<file path="src/rtl/add_issue_arb.sv">
// add_issue_arb -- issue scheduler for the add/sub/logic/branch functional unit.
//
// This block shares one FU among NUM_RS reservation-station entries. It picks
// entries in round-robin order. It issues the picked entry to the FU, waits
// for the FU result, requests the CDB, and releases the FU with fu_yumi when
// the CDB grants. Only one operation is in flight at a time, so issues are at
// least three cycles apart.
//
// Configuration macro: ADD_ISSUE_ARB_FLUSH_EN
//   When defined, the block adds a 1-bit flush input. A flush in EXEC or WB
//   drops the in-flight result: fu_yumi pulses, cdb_req is forced low and the
//   state returns to IDLE. A flush in IDLE suppresses that cycle's grant.
//   Flush does not change rr_ptr or issue_cnt.
//
// Ports:
//   clk, reset          rising-edge clock; synchronous active-low reset
//   req_valid[i]        RS entry i has both operands ready and requests issue
//   req_aluop/rob/rs1/rs2/btype/load   per-entry operation fields
//   grant[i]            one-hot issue grant; entry i frees itself on it
//   fu_valid_in         issue strobe to the FU
//   fu_aluop..fu_load   fields of the granted entry (zero when no grant)
//   fu_ready            FU can accept an operation
//   fu_valid_out        FU result is valid
//   cdb_req / cdb_gnt   CDB write-back request / grant
//   fu_yumi             result consumed; clears the FU
//   busy                an operation is in flight (state != IDLE)
//   issue_cnt           wrapping count of issued operations

module add_issue_arb #(
    parameter int NUM_RS = 4,
    parameter int IDX_W  = $clog2(NUM_RS),
    parameter int CNT_W  = 16
) (
    input  logic                     clk,
    input  logic                     reset,
    input  logic [NUM_RS-1:0]        req_valid,
    input  logic [NUM_RS-1:0][3:0]   req_aluop,
    input  logic [NUM_RS-1:0][3:0]   req_rob,
    input  logic [NUM_RS-1:0][31:0]  req_rs1,
    input  logic [NUM_RS-1:0][31:0]  req_rs2,
    input  logic [NUM_RS-1:0][2:0]   req_btype,
    input  logic [NUM_RS-1:0]        req_load,
    output logic [NUM_RS-1:0]        grant,
    output logic                     fu_valid_in,
    output logic [3:0]               fu_aluop,
    output logic [3:0]               fu_rob,
    output logic [31:0]              fu_rs1,
    output logic [31:0]              fu_rs2,
    output logic [2:0]               fu_btype,
    output logic                     fu_load,
    input  logic                     fu_ready,
    input  logic                     fu_valid_out,
    output logic                     cdb_req,
    input  logic                     cdb_gnt,
    output logic                     fu_yumi,
`ifdef ADD_ISSUE_ARB_FLUSH_EN
    input  logic                     flush,
`endif
    output logic                     busy,
    output logic [CNT_W-1:0]         issue_cnt
);

    typedef enum logic [1:0] {
        IDLE = 2'd0,
        EXEC = 2'd1,
        WB   = 2'd2
    } state_t;

    state_t             state;
    logic [IDX_W-1:0]   rr_ptr;
    logic [CNT_W-1:0]   cnt_q;

    logic               flush_w;
    logic               pick_found;
    logic [IDX_W-1:0]   pick_idx;
    logic [IDX_W:0]     pick_sum;
    logic [IDX_W:0]     nxt_sum;
    logic [IDX_W-1:0]   rr_nxt;
    logic               issue;

`ifdef ADD_ISSUE_ARB_FLUSH_EN
    assign flush_w = flush;
`else
    assign flush_w = 1'b0;
`endif

    // Round-robin search: the first requesting entry at rr_ptr, rr_ptr+1, ...
    // The extra sum bit makes the modulo correct when NUM_RS is not a power
    // of two.
    // NOTE: every signal written here gets a default first, so no path leaves
    // a value unassigned and no latch is inferred.
    always_comb begin
        pick_found = 1'b0;
        pick_idx   = '0;
        pick_sum   = '0;
        for (int k = 0; k < NUM_RS; k++) begin
            pick_sum = {1'b0, rr_ptr} + (IDX_W+1)'(k);
            if (pick_sum >= (IDX_W+1)'(NUM_RS)) begin
                pick_sum = pick_sum - (IDX_W+1)'(NUM_RS);
            end
            if (!pick_found && req_valid[pick_sum[IDX_W-1:0]]) begin
                pick_found = 1'b1;
                pick_idx   = pick_sum[IDX_W-1:0];
            end
        end
    end

    // The pointer resumes the search just past the entry that was granted.
    always_comb begin
        nxt_sum = {1'b0, pick_idx} + (IDX_W+1)'(1);
        rr_nxt  = nxt_sum[IDX_W-1:0];
        if (nxt_sum >= (IDX_W+1)'(NUM_RS)) begin
            rr_nxt = '0;
        end
    end

    // Outputs are also gated by reset, so every output reads zero while
    // reset is held.
    assign issue = reset && (state == IDLE) && fu_ready && pick_found && !flush_w;

    always_comb begin
        grant    = '0;
        fu_aluop = '0;
        fu_rob   = '0;
        fu_rs1   = '0;
        fu_rs2   = '0;
        fu_btype = '0;
        fu_load  = 1'b0;
        if (issue) begin
            grant[pick_idx] = 1'b1;
            fu_aluop        = req_aluop[pick_idx];
            fu_rob          = req_rob[pick_idx];
            fu_rs1          = req_rs1[pick_idx];
            fu_rs2          = req_rs2[pick_idx];
            fu_btype        = req_btype[pick_idx];
            fu_load         = req_load[pick_idx];
        end
    end

    assign fu_valid_in = issue;
    assign cdb_req     = reset && (state == WB) && !flush_w;
    assign fu_yumi     = reset && (((state == WB) && (cdb_gnt || flush_w)) ||
                                   ((state == EXEC) && flush_w));
    assign busy        = reset && (state != IDLE);
    assign issue_cnt   = cnt_q;

    // NOTE: sequential state uses non-blocking assignments only, so every
    // register samples pre-edge values regardless of evaluation order.
    always_ff @(posedge clk) begin
        if (!reset) begin
            state  <= IDLE;
            rr_ptr <= '0;
            cnt_q  <= '0;
        end else begin
            case (state)
                IDLE: begin
                    if (issue) begin
                        rr_ptr <= rr_nxt;
                        cnt_q  <= cnt_q + CNT_W'(1);
                        state  <= EXEC;
                    end
                end
                EXEC: begin
                    if (flush_w) begin
                        state <= IDLE;
                    end else if (fu_valid_out) begin
                        state <= WB;
                    end
                end
                WB: begin
                    if (cdb_gnt || flush_w) begin
                        state <= IDLE;
                    end
                end
                default: state <= IDLE;
            endcase
        end
    end

endmodule

</file>
<file path="config.mk">
export PLATFORM = sky130hd
export DESIGN_NAME = add_issue_arb
export DESIGN_NICKNAME = d
export VERILOG_FILES = /design/src/rtl/add_issue_arb.sv
export SDC_FILE = /design/constraint.sdc
export NUM_CORES = 1
export LEC_CHECK = 0
export CAP_MARGIN = 30
export CORE_AREA = 2 2 161 163
export CTS_BUF_LIST = sky130_fd_sc_hd__clkbuf_4 sky130_fd_sc_hd__clkbuf_8
export CTS_CLUSTER_SIZE = 14
export DETAILED_ROUTE_END_ITERATION = 10
export DIE_AREA = 0 0 163 165
export GPL_ROUTABILITY_DRIVEN = 0
export PLACE_DENSITY_LB_ADDON = 0.25
export SYNTH_ARGS = -nofsm -noshare
export SYNTH_HDL_FRONTEND = slang
export SYNTH_SLANG_ARGS = --single-unit
</file>
<file path="constraint.sdc">
create_clock -name clk -period 5.4 [get_ports clk]
set_clock_uncertainty 0.2 [all_clocks]
set_input_delay 0.54 -clock clk [delete_from_list [all_inputs] [get_ports clk]]
set_output_delay 0.54 -clock clk [all_outputs]
set_load 0.05 [all_outputs]
</file>
# ---- Word-level counts from Yosys, hierarchy flattened
# Index checks and enable logic that the tools add are counted.
dict set report word_totals {
  register_bits 20
  input_bits 313
  output_inout_bits 100
  elab_cells 92
}
dict set report op_classes {
  n_addsub 9
  order_cmp 11
  n_eq_ne 5
  muxes 46
  reduce_logical 18
}
# operator count
set ops {}
lappend ops {{32-bit binary-select mux with 2-bit select} 2}
lappend ops {{32-bit 2-to-1 mux} 4}
lappend ops {{2-bit 2-to-1 mux} 12}
lappend ops {{4-bit 2-to-1 mux} 5}
lappend ops {{16-bit by 1-bit adder with 16-bit output, second input constant} 1}
lappend ops {{4-bit binary-select mux with 2-bit select} 2}
lappend ops {{2-bit by 3-bit less-than comparator with 1-bit output, second input constant} 5}
lappend ops {{3-bit greater-or-equal comparator, second input constant} 4}
lappend ops {{1-bit logical AND} 11}
lappend ops {{1-bit 2-to-1 mux} 11}
lappend ops {{1-bit binary-select mux with 2-bit select} 5}
lappend ops {{2-bit by 1-bit subtractor with 2-bit output, second input constant} 4}
lappend ops {{2-bit by 1-bit adder with 3-bit output, second input constant} 2}
lappend ops {{2-bit by 2-bit adder with 3-bit output, second input constant} 2}
lappend ops {{3-bit binary-select mux with 2-bit select} 1}
lappend ops {{3-bit 2-to-1 mux} 2}
lappend ops {{2-bit != test, second input constant} 3}
lappend ops {{2-bit one-hot mux with 3 select lines} 1}
lappend ops {{2-bit by 3-bit greater-or-equal comparator with 1-bit output, second input constant} 1}
lappend ops {{1-bit logical NOT} 3}
lappend ops {{3-bit AND reduction} 1}
lappend ops {{1-bit demux with 2-bit select} 1}
lappend ops {{2-bit by 1-bit equality test with 1-bit output, second input constant} 1}
lappend ops {{2-bit equality test, second input constant} 1}
lappend ops {{other kinds (4)} 4}

# ---- Depth between registers and ports, before layout
# Gate-level depths: netlist (run 1).
dict set report depth {
  word_depth 19
  mapped_depth 9
  ltp_nobuf 6
}

# ---- Least setup slack after synthesis (run 1)
# No wires, ideal clock.
dict set report synth_timing {
  path_kind {in2out}
  from {in reset}
  to {out fu_rs1[14]}
  arrival_ns 2.360
  required_time_ns 4.660
  path_slack_ns 2.300
  cell_stages 8
  cell_sequence {and4bb_2 -> and2_1 -> buf_6 -> nand2b_2 -> buf_6 -> buf_8 -> buf_6 -> o22ai_1}
}
dict set report synth_between {
  elab_chain_len 4
}
# item line
set synth_rtl {}
lappend synth_rtl {{start: declaration} 35} ;# input logic reset,
lappend synth_rtl {{1-bit logical AND (3 in a row)} 119} ;# assign issue = reset && (state == IDLE) && fu_ready && pick_found && !flush_w;
lappend synth_rtl {{net fu_valid_in} 44} ;# output logic fu_valid_in,
lappend synth_rtl {{32-bit 2-to-1 mux} 129} ;# if (issue) begin
lappend synth_rtl {{end: declaration} 47} ;# output logic [31:0] fu_rs1,
# The timed path passes the listed nets, and every way through them passes these cells.

# ---- Worst setup path in the final report (run 1)
dict set report layout_timing {
  from {in req_valid[2]}
  to {out fu_rs2[8]}
}
dict set report layout_between {
  elab_chain_len 15
  word_cells_on_any_way 26
  cone_classes {mux: 19; reduce/logical: 7}
}
# item line
set layout_rtl {}
lappend layout_rtl {{start: declaration} 36} ;# input logic [NUM_RS-1:0] req_valid,
lappend layout_rtl {{1-bit binary-select mux with 2-bit select} 101} ;# if (!pick_found && req_valid[pick_sum[IDX_W-1:0]]) begin
lappend layout_rtl {{1-bit 2-to-1 mux (implied by the code)} 101}
lappend layout_rtl {{1-bit 2-to-1 mux} 101}
lappend layout_rtl {{1-bit logical NOT} 101}
lappend layout_rtl {{1-bit logical AND} 101}
lappend layout_rtl {{1-bit 2-to-1 mux} 101}
lappend layout_rtl {{1-bit logical NOT} 101}
lappend layout_rtl {{1-bit logical AND} 101}
lappend layout_rtl {{1-bit 2-to-1 mux} 101}
lappend layout_rtl {{1-bit logical NOT} 101}
lappend layout_rtl {{1-bit logical AND} 101}
lappend layout_rtl {{2-bit 2-to-1 mux} 101}
lappend layout_rtl {{32-bit binary-select mux with 2-bit select} 134} ;# fu_rs2 = req_rs2[pick_idx];
lappend layout_rtl {{32-bit 2-to-1 mux (implied by the code)} 134}
lappend layout_rtl {{32-bit 2-to-1 mux *} 129}
lappend layout_rtl {{end: declaration} 48} ;# output logic [31:0] fu_rs2,
# Every way passes the cells marked *; elsewhere a longest branch is shown, timed or not. The select of a mux whose other input is x is not followed.

==> results of run 1 <==
metrics by stage:
stage               cell area, µm²  util, %  setup slack [ns]  hold WS [ns]
finish                        7910     31.6             0.894         0.283
global route                  7910     31.6             0.723         0.327
detailed placement            7850     31.3             0.852         0.273
global placement              7850     31.3             0.945         0.255
CTS                           7900     31.6             0.844         0.288
floorplan                     3470        -              2.30         0.270
layout by cell type, fill, tap and decap left out, types with 5 or more instances in the layout:
cell	n
a21boi_0	5
and2_1	10
buf_4	5
clkdlybuf4s50_1	412
dfxtp_1	20
ha_1	5
inv_1	7
mux2i_1	156
nand2_1	9
nor3_1	6
o22ai_1	56
o22ai_2	20
xor2_1	5
per-layer routing:
layer,share of wire [%],vias to the layer above
li1,-,2275
met1,41,2090
met2,47,225
met3,11,36
met4,1.0,22
met5,0.61,-
worst paths after layout:
check | start | end | slack (ns) | depth (start not counted)
max | req_valid[2] | fu_rs2[8] | 0.89 | 7
min | issue_cnt[15] | issue_cnt[15] | 0.28 | 2
max reg2reg | state[0] | rr_ptr[0] | 3.19 | 4
min reg2reg | issue_cnt[15] | issue_cnt[15] | 0.28 | 2
power breakdown:
group / total, µW / switching, µW / internal (µW)
Clock: 117 / 51.6 / 65.0
Sequential: 155 / 4.27 / 150
Combinational: 779 / 377 / 402
Total: 1050 / 433 / 617
worst max-delay path, delay by kind of cell:
family	cells	cell delay, ns
buf+inv	3	1.51
compound gates	1	0.13
simple gates	3	1.51
layout make-up:
type	count	share of cell area, %
Multi-Input combinational cell	320	35.2
Sequential cell	20	5.06
Inverter	7	0.332
Tap cell	330	5.22
Clock buffer	4	0.696
Timing Repair Buffer	420	53.4
Antenna cell	2	0.0633
state kept, by name, indices dropped and copies added, names as in the netlist:
name       count
issue_cnt     16
rr_ptr         2
state          2
kinds of logic (layout without fill, tap and decap cells):
| family | Yosys count | in the layout | share of synthesized area, % |
|---|---|---|---|
| other cells | 0 | 2 | 0 |
| simple gates | 54 | 54 | 9.24 |
| fa+ha+maj | 5 | 5 | 1.81 |
| buf+inv | 46 | 431 | 8.92 |
| mux | 156 | 156 | 45.1 |
| xor+xnor | 7 | 7 | 1.77 |
| compound gates | 98 | 98 | 21.7 |
| flops | 20 | 20 | 11.6 |
==> results.py, run 1 <==
metrics = {
    "sta": {
        "post-route-period-util_pct": 83.4,
        "drv_slew": 0,
        "worst_pin_slew_ns": 0.721,
        "setup-violations-final": 0,
        "hold_viol": 0,
        "slew_headroom_pct": 51.9,
        "rsz0062_at_grt": "no",
        "post-route-min-period_ns": 4.51,
        "tns_ns": 0,
        "fmax_ghz": 0.222,
    },
    "job": {
        "maxCapViolations": 0,
    },
    "clock_network": {
        "htree_levels": 1,
        "cts_tree": "yes",
        "cts_sinks": 20,
        "clock_latency_ns": 0.26,
        "cts.reportedPaths.clkPinSlew_ns": 0.07,
        "post-cts-setup-buffer-count": 0,
        "ctsRootBufferMaster": "clkbuf_8",
        "ctsHoldBuffers": 0,
        "clockBufferDepth": 2,
        "cts_resized": 0,
        "cts_buffers": 3,
    },
    "placed_design": {
        "dp_hpwl_um": 19000,
        "portBuffers": 412,
        "placed_cells": 1097,
    },
    "pwr": {
        "peakVddDrop_mv": 0.107,
        "power_density_nw_per_um2": 133,
        "leakagePower_uw": 0.00278,
        "power_uw": 1050,
    },
    "route": {
        "routed_wl_um": 22500,
        "vias_per_cell": 4.21,
        "dr_total_vias": 4648,
        "first_pass_iters": 4,
        "antenna_left": 0,
        "first_iter_violations": 205,
        "drc_errors": 0,
        "drt-wirelength-per-cell_um": 20.4,
    },
    "min_path": {
        "hold_path_class": "flop to flop",
    },
    "die": {
        "die_h_um": 165,
        "num_rows": 58,
        "start_util_pct": 13.8,
        "die_w_um": 163,
        "pin_count": 413,
        "dieArea_um2": 26900,
        "core_area_um2": 25000,
    },
    "layout": {
        "fillers": 2616,
        "syn2layout_area_growth_pct": 128,
        "multi_input_area_um2": 2780,
        "nets": 1090,
        "final_cells": 1103,
        "drive_gt1_share_pct": 4.67,
        "seq_area_um2": 400,
    },
    "global_routing": {
        "grt_overflow": 0,
        "grt_use_met1_pct": 18.0,
        "grt_max_degree": 94,
        "grt_busiest_layer": "met2",
        "grtUsageMet2_pct": 25.0,
        "grtUsageTotal_pct": 14.8,
        "first_global_vias": 4424,
        "grt.met3_usage_pct": 6.38,
        "grt_pass1_wl_um": 29600,
        "antenna_found_initial": 13,
    },
    "synthesis": {
        "ys_seq_area_share_pct": 11.6,
        "synth_common_cells": "mux2i_1, o22ai_1, buf_2",
        "synth_fp_nets": 704,
        "yosysTopAreaCell": "mux2i_1",
        "yosys_register_bits": 20,
        "postSynthCellCount": 386,
        "yosysUniqueCellTypes": 41,
        "synth_edf_count": 0,
        "synth_top_area_share_pct": 45.1,
        "yosys_warnings": 0,
        "async_flop_share_pct": 0,
        "avgSynthCellArea_um2": 8.98,
        "netlist_area_um2": 3470,
        "yosysMostFrequentCell": "mux2i_1",
        "yosys-top-cells-area": "mux2i_1, dfxtp_1, o22ai_1",
        "ys.flop_type": "dfxtp_1",
    },
    "critical_path": {
        "cpMostUsedCell": "clkdlybuf4s50_1",
        "required_ns": 4.66,
        "path_cells": "clkdlybuf4s50_1 -> or4_1 -> and2_1 -> nand2b_4 -> buf_12 -> o22ai_1 -> clkdlybuf4s50_1",
        "critical_path.max_stage_delay_ns": 0.73,
        "start_kind": "input pin",
        "crit_arrival_ns": 3.77,
        "critPathSlowestCell": "clkdlybuf4s50_1",
        "critPathKind": "input pin to output pin",
        "critPathMaxFanout": 40,
        "cp-end-kind": "output pin",
    },
    "status": {
        "status": "finished, final reports clean",
    },
}
Power figures use the tool's default switching activity.
==> run 2, diff against run 1 <==
Settings changed: CORE_AREA 2 2 161 163 to 2 2 162 164, DIE_AREA 0 0 163 165 to 0 0 164 166.
Clock period 5.4 ns to 3.7 ns, I/O delays scaled along.
==> run 2 against run 1 <==
Against the previous run:
- sequential share of layout area is 0.49 points lower
- die area is 1.2% higher
- flip-flop and latch count stayed put
- wire length is 11% lower
- sequential power is 45% higher
- critical endpoint is now fu_aluop[0]
==> results.py, run 2 (same netlist as run 1, synthesis figures left out) <==
metrics = {
    "min_path": {
        "hold_path_class": "flop to flop",
    },
    "clock_network": {
        "cts_tree": "yes",
        "cts_resized": 0,
        "clock_latency_ns": 0.25,
        "post-cts-setup-buffer-count": 0,
        "clockBufferDepth": 2,
        "ctsHoldBuffers": 0,
        "ctsRootBufferMaster": "clkbuf_8",
        "cts_buffers": 3,
        "cts_sinks": 20,
        "cts.reportedPaths.clkPinSlew_ns": 0.07,
        "htree_levels": 1,
    },
    "critical_path": {
        "critPathSlowestCell": "or4_1",
        "required_ns": 3.13,
        "path_cells": "clkdlybuf4s50_1 -> or4_1 -> and2_1 -> nand2_4 -> buf_4 -> o22ai_1 -> buf_12",
        "crit_end": "fu_aluop[0]",
        "regToRegEndpoint": "rr_ptr[0]",
        "rrSetupSlack_ns": 1.60,
        "start_kind": "input pin",
        "r2r-start": "rr_ptr[1]",
        "critical-path-top-delay-family": "simple AND/OR/NAND/NOR gates",
        "crit_arrival_ns": 2.68,
        "cp.depth": 7,
        "critPathKind": "input pin to output pin",
        "path_buf_inv": 3,
        "setup.worst_path.start": "req_valid[2]",
        "reg2regPathDepth": 7,
        "critical_path.max_stage_delay_ns": 0.69,
        "critPathMaxFanout": 30,
        "cp-end-kind": "output pin",
    },
    "sta": {
        "slew_headroom_pct": 64.7,
        "rsz0062_at_grt": "no",
        "tns_ns": 0,
        "hold_viol": 0,
        "worst_pin_slew_ns": 0.527,
        "drv_slew": 0,
        "post-route-min-period_ns": 3.25,
        "fmax_ghz": 0.308,
        "post-route-period-util_pct": 87.7,
        "setup-violations-final": 0,
    },
    "route": {
        "routed_wl_um": 19900,
        "drt-wirelength-per-cell_um": 17.9,
        "antenna_left": 0,
        "first_pass_iters": 4,
        "drc_errors": 0,
        "first_iter_violations": 160,
        "vias_per_cell": 4.19,
        "dr_total_vias": 4665,
    },
    "global_routing": {
        "grt_pass1_wl_um": 28300,
        "grt_overflow": 0,
        "grt_max_degree": 47,
        "first_global_vias": 4620,
        "grtUsageTotal_pct": 13.4,
        "antenna_found_initial": 2,
    },
    "die": {
        "pin_count": 413,
        "start_util_pct": 13.5,
        "dieArea_um2": 27200,
        "die_w_um": 164,
        "die_h_um": 166,
        "num_rows": 59,
        "core_area_um2": 25600,
    },
    "layout": {
        "final_util_pct": 34.1,
        "drive_gt1_share_pct": 15.8,
        "layout_commonest_cell": "clkdlybuf4s50_1",
        "layout_common_cells": "clkdlybuf4s50_1, mux2i_1, buf_12, o22ai_1",
        "nets": 1097,
        "fillers": 2580,
        "syn2layout_area_growth_pct": 152,
        "largest_register_ffs": 16,
    },
    "pwr": {
        "leakagePower_uw": 0.00321,
        "peakVddDrop_mv": 0.127,
        "power_density_nw_per_um2": 190,
    },
    "placed_design": {
        "dp_hpwl_um": 16800,
        "portBuffers": 412,
    },
    "job": {
        "maxCapViolations": 0,
    },
    "status": {
        "status": "finished, final reports clean",
    },
}
[run 2: through the flow]
step                power (µW)  setup WS (ns)  cells  instance area, µm²  hold slack, ns
floorplan                  834          0.905    386                3470           0.270
global placement          1540          0.496   1109                8700           0.268
detailed placement        1540          0.446   1109                8700           0.257
CTS                       1680          0.443   1112                8740           0.282
global route              1750          0.317   1113                8750           0.322
finish                    1660          0.453   1113                8750           0.271
[run 2: power by group]
part	switching, µW	leakage (µW)	total [µW]	internal (µW)
clock network	66.8	0.0000216	139	72.3
registers	5.47	0.000162	225	220
logic	574	0.00302	1300	721
[run 2: layer usage]
metal / vias to the layer above / GRT usage [%] / share of wire [%]
met5: - / 0 / 0.070
met4: 2 / 2.52 / 1.6
met3: 16 / 2.92 / 8.4
met2: 215 / 25.6 / 52
met1: 2137 / 15.0 / 38
li1: 2295 / - / -
[run 2: worst min-delay path by stage]
stage / endpoint / from / cells past startpoint / slack [ns]
6_report: issue_cnt[15] / issue_cnt[15] / 1 / 0.27
5_1_grt: issue_cnt[15] / issue_cnt[15] / 2 / 0.32
4_1_cts: issue_cnt[15] / issue_cnt[15] / 1 / 0.28
3_5_place_dp: issue_cnt[15] / issue_cnt[15] / 1 / 0.26
3_3_place_gp: issue_cnt[15] / issue_cnt[15] / 1 / 0.27
2_1_floorplan: rr_ptr[0] / rr_ptr[0] / 2 / 0.27
[run 2: layout make-up]
class / count / area [µm²] / share of cell area, %
diodes: 1 / 2.50 / 0.0286
clock buffers: 3 / 41.3 / 0.472
flip-flops and latches: 20 / 400 / 4.58
well taps: 335 / 419 / 4.79
inverters: 7 / 26.3 / 0.300
repair buffers: 427 / 5070 / 58.0
multi-input cells: 320 / 2780 / 31.8
==> run 3, diff against run 2 <==
Settings changed: CORE_AREA 2 2 162 164 to 2 2 161 163, CTS_BUF_LIST sky130_fd_sc_hd__clkbuf_4 sky130_fd_sc_hd__clkbuf_8 to sky130_fd_sc_hd__clkbuf_4, DIE_AREA 0 0 164 166 to 0 0 163 165.
Clock period 3.7 ns to 3.9 ns, I/O delays scaled along.
==> run 3 against run 2 <==
Against the previous run:
- first-iteration DRC count rose by 14%
- via count up 0.36%
- global-route usage rose by 2.3 points
- wire length up 17%
- cell area decreased by 0.56%
- critical path depth unchanged
- worst hold slack gained 0.031 ns
- sequential share of layout area is essentially flat
- sequential power is 5% lower
- non-clock buffer count stayed put
- critical endpoint is now fu_rs2[8]
- highest routed layer unchanged
==> results.py, run 3 (same netlist as run 1, synthesis figures left out) <==
metrics = {
    "pwr": {
        "peakVddDrop_mv": 0.154,
        "intPower_uw": 922,
        "power.switching_uw": 631,
        "comb_power_share_pct": 79.4,
        "netSwitchingFraction_pct": 40.6,
        "power_uw": 1550,
        "leakagePower_uw": 0.00318,
        "power_density_nw_per_um2": 179,
        "pwr-share-seq_pct": 13.8,
        "p_clk_share_pct": 6.8,
    },
    "sta": {
        "hold_viol": 0,
        "holdWs_ns": 0.302,
        "fmax_ghz": 0.289,
        "worst_slack_ns": 0.435,
        "worst_pin_slew_ns": 0.549,
        "setup-violations-final": 0,
        "tns_ns": 0,
        "rsz0062_at_grt": "no",
        "post-route-period-util_pct": 88.8,
        "drv_slew": 0,
        "post-route-min-period_ns": 3.46,
        "slew_headroom_pct": 63.3,
    },
    "route": {
        "dr_total_vias": 4682,
        "drt-wirelength-per-cell_um": 20.8,
        "first_iter_violations": 183,
        "vias_per_cell": 4.20,
        "drc_errors": 0,
        "routed_wl_um": 23200,
        "antenna_left": 0,
        "first_pass_iters": 4,
    },
    "placed_design": {
        "dp_hpwl_um": 19900,
        "place_ws_ns": 0.418,
        "portBuffers": 412,
    },
    "critical_path": {
        "critPathMaxFanout": 36,
        "rrSetupSlack_ns": 1.70,
        "start_kind": "input pin",
        "cpMostUsedCell": "buf_12",
        "required_ns": 3.31,
        "critPathKind": "input pin to output pin",
        "path_buf_inv": 3,
        "path_cells": "clkdlybuf4s50_1 -> or4_1 -> and2_1 -> nand2b_4 -> buf_12 -> o22ai_1 -> buf_12",
        "critical-path-top-delay-family": "simple AND/OR/NAND/NOR gates",
        "regToRegEndpoint": "rr_ptr[0]",
        "critPathSlowestCell": "or4_1",
        "cp-end-kind": "output pin",
        "r2r-start": "state[0]",
        "crit_arrival_ns": 2.87,
        "critical_path.max_stage_delay_ns": 0.67,
        "reg2regPathDepth": 5,
    },
    "die": {
        "core_area_um2": 25000,
        "pin_count": 413,
        "die_w_um": 163,
        "num_rows": 58,
        "dieArea_um2": 26900,
        "die_h_um": 165,
        "start_util_pct": 13.8,
    },
    "global_routing": {
        "grt_pass1_wl_um": 31100,
        "antenna_found_initial": 16,
        "grt_overflow": 0,
        "first_global_vias": 4625,
        "grt_max_degree": 66,
        "grtUsageTotal_pct": 15.6,
    },
    "clock_network": {
        "ctsHoldBuffers": 0,
        "cts_resized": 0,
        "cts.reportedPaths.clkPinSlew_ns": 0.12,
        "post-cts-setup-buffer-count": 0,
        "clockBufferDepth": 2,
        "cts_tree": "yes",
        "htree_levels": 1,
        "cts_sinks": 20,
        "cts_buffers": 3,
        "clock_latency_ns": 0.30,
        "ctsRootBufferMaster": "clkbuf_4",
    },
    "layout": {
        "layout_commonest_cell": "clkdlybuf4s50_1",
        "final_util_pct": 34.7,
        "layout_common_cells": "clkdlybuf4s50_1, mux2i_1, buf_12, o22ai_1",
        "largest_register_ffs": 16,
        "syn2layout_area_growth_pct": 151,
        "nets": 1097,
        "drive_gt1_share_pct": 15.3,
    },
    "min_path": {
        "hold_path_startpoint": "issue_cnt[15]",
        "whs_path_depth": 2,
        "hold_path_class": "flop to flop",
        "min_to": "issue_cnt[15]",
    },
    "job": {
        "maxCapViolations": 0,
    },
    "status": {
        "status": "finished, final reports clean",
    },
}
[run 3: cell count changes in the layout (fill, tap and decap cells not counted), sizes merged]
cell	change
buf	-4
clkdlybuf4s50	+4
clkinv	+1
diode	+5
[run 3: how the worst max path moves through the flow]
stage,startpoint,endpoint,slack [ns],depth (start not counted)
3_5_place_dp,req_valid[2],fu_rs2[8],0.42,7
4_1_cts,req_valid[2],fu_rs2[8],0.41,7
5_1_grt,req_valid[2],fu_rs2[8],0.29,7
2_1_floorplan,rr_ptr[1],fu_rs1[14],1.09,7
3_3_place_gp,req_valid[2],fu_rs2[8],0.49,7
6_report,req_valid[2],fu_rs2[8],0.44,7
[run 3: worst register-to-register path, cell delays in order (launching register included)]
cell	delay [ns]
dfxtp_1	0.38
and4bb_2	0.43
and2_1	0.50
nand2b_4	0.25
buf_12	0.24
a21boi_0	0.14
[run 3: layout make-up]
class	count	area, µm²
diodes	6	15.0
clock buffers	3	22.5
clock inverters	1	3.75
fillers	2591	16300
inverters	7	26.3
multi-input cells	320	2780
flip-flops and latches	20	400
well taps	330	413
repair buffers	427	5030
[run 3: per-stage QoR]
stage               cell area, µm²  std cells
global route                  8680       1109
detailed placement            8660       1104
floorplan                     3470        386
finish                        8700       1114
global placement              8660       1104
CTS                           8680       1108
[run 3: power by group through the flow]
stage | clock, µW | sequential (µW) | combinational [µW]
2_1_floorplan | 0 | 222 | 570
3_3_place_gp | 0 | 219 | 1250
4_1_cts | 116 | 215 | 1250
3_5_place_dp | 0 | 219 | 1250
5_1_grt | 127 | 216 | 1300
6_report | 105 | 214 | 1230
[run 3: layer usage]
metal | part of all wire (%) | track usage [%]
met4 | 1.4 | 2.41
met5 | 0.61 | 0
met1 | 38 | 18.0
met3 | 12 | 8.71
met2 | 48 | 25.8
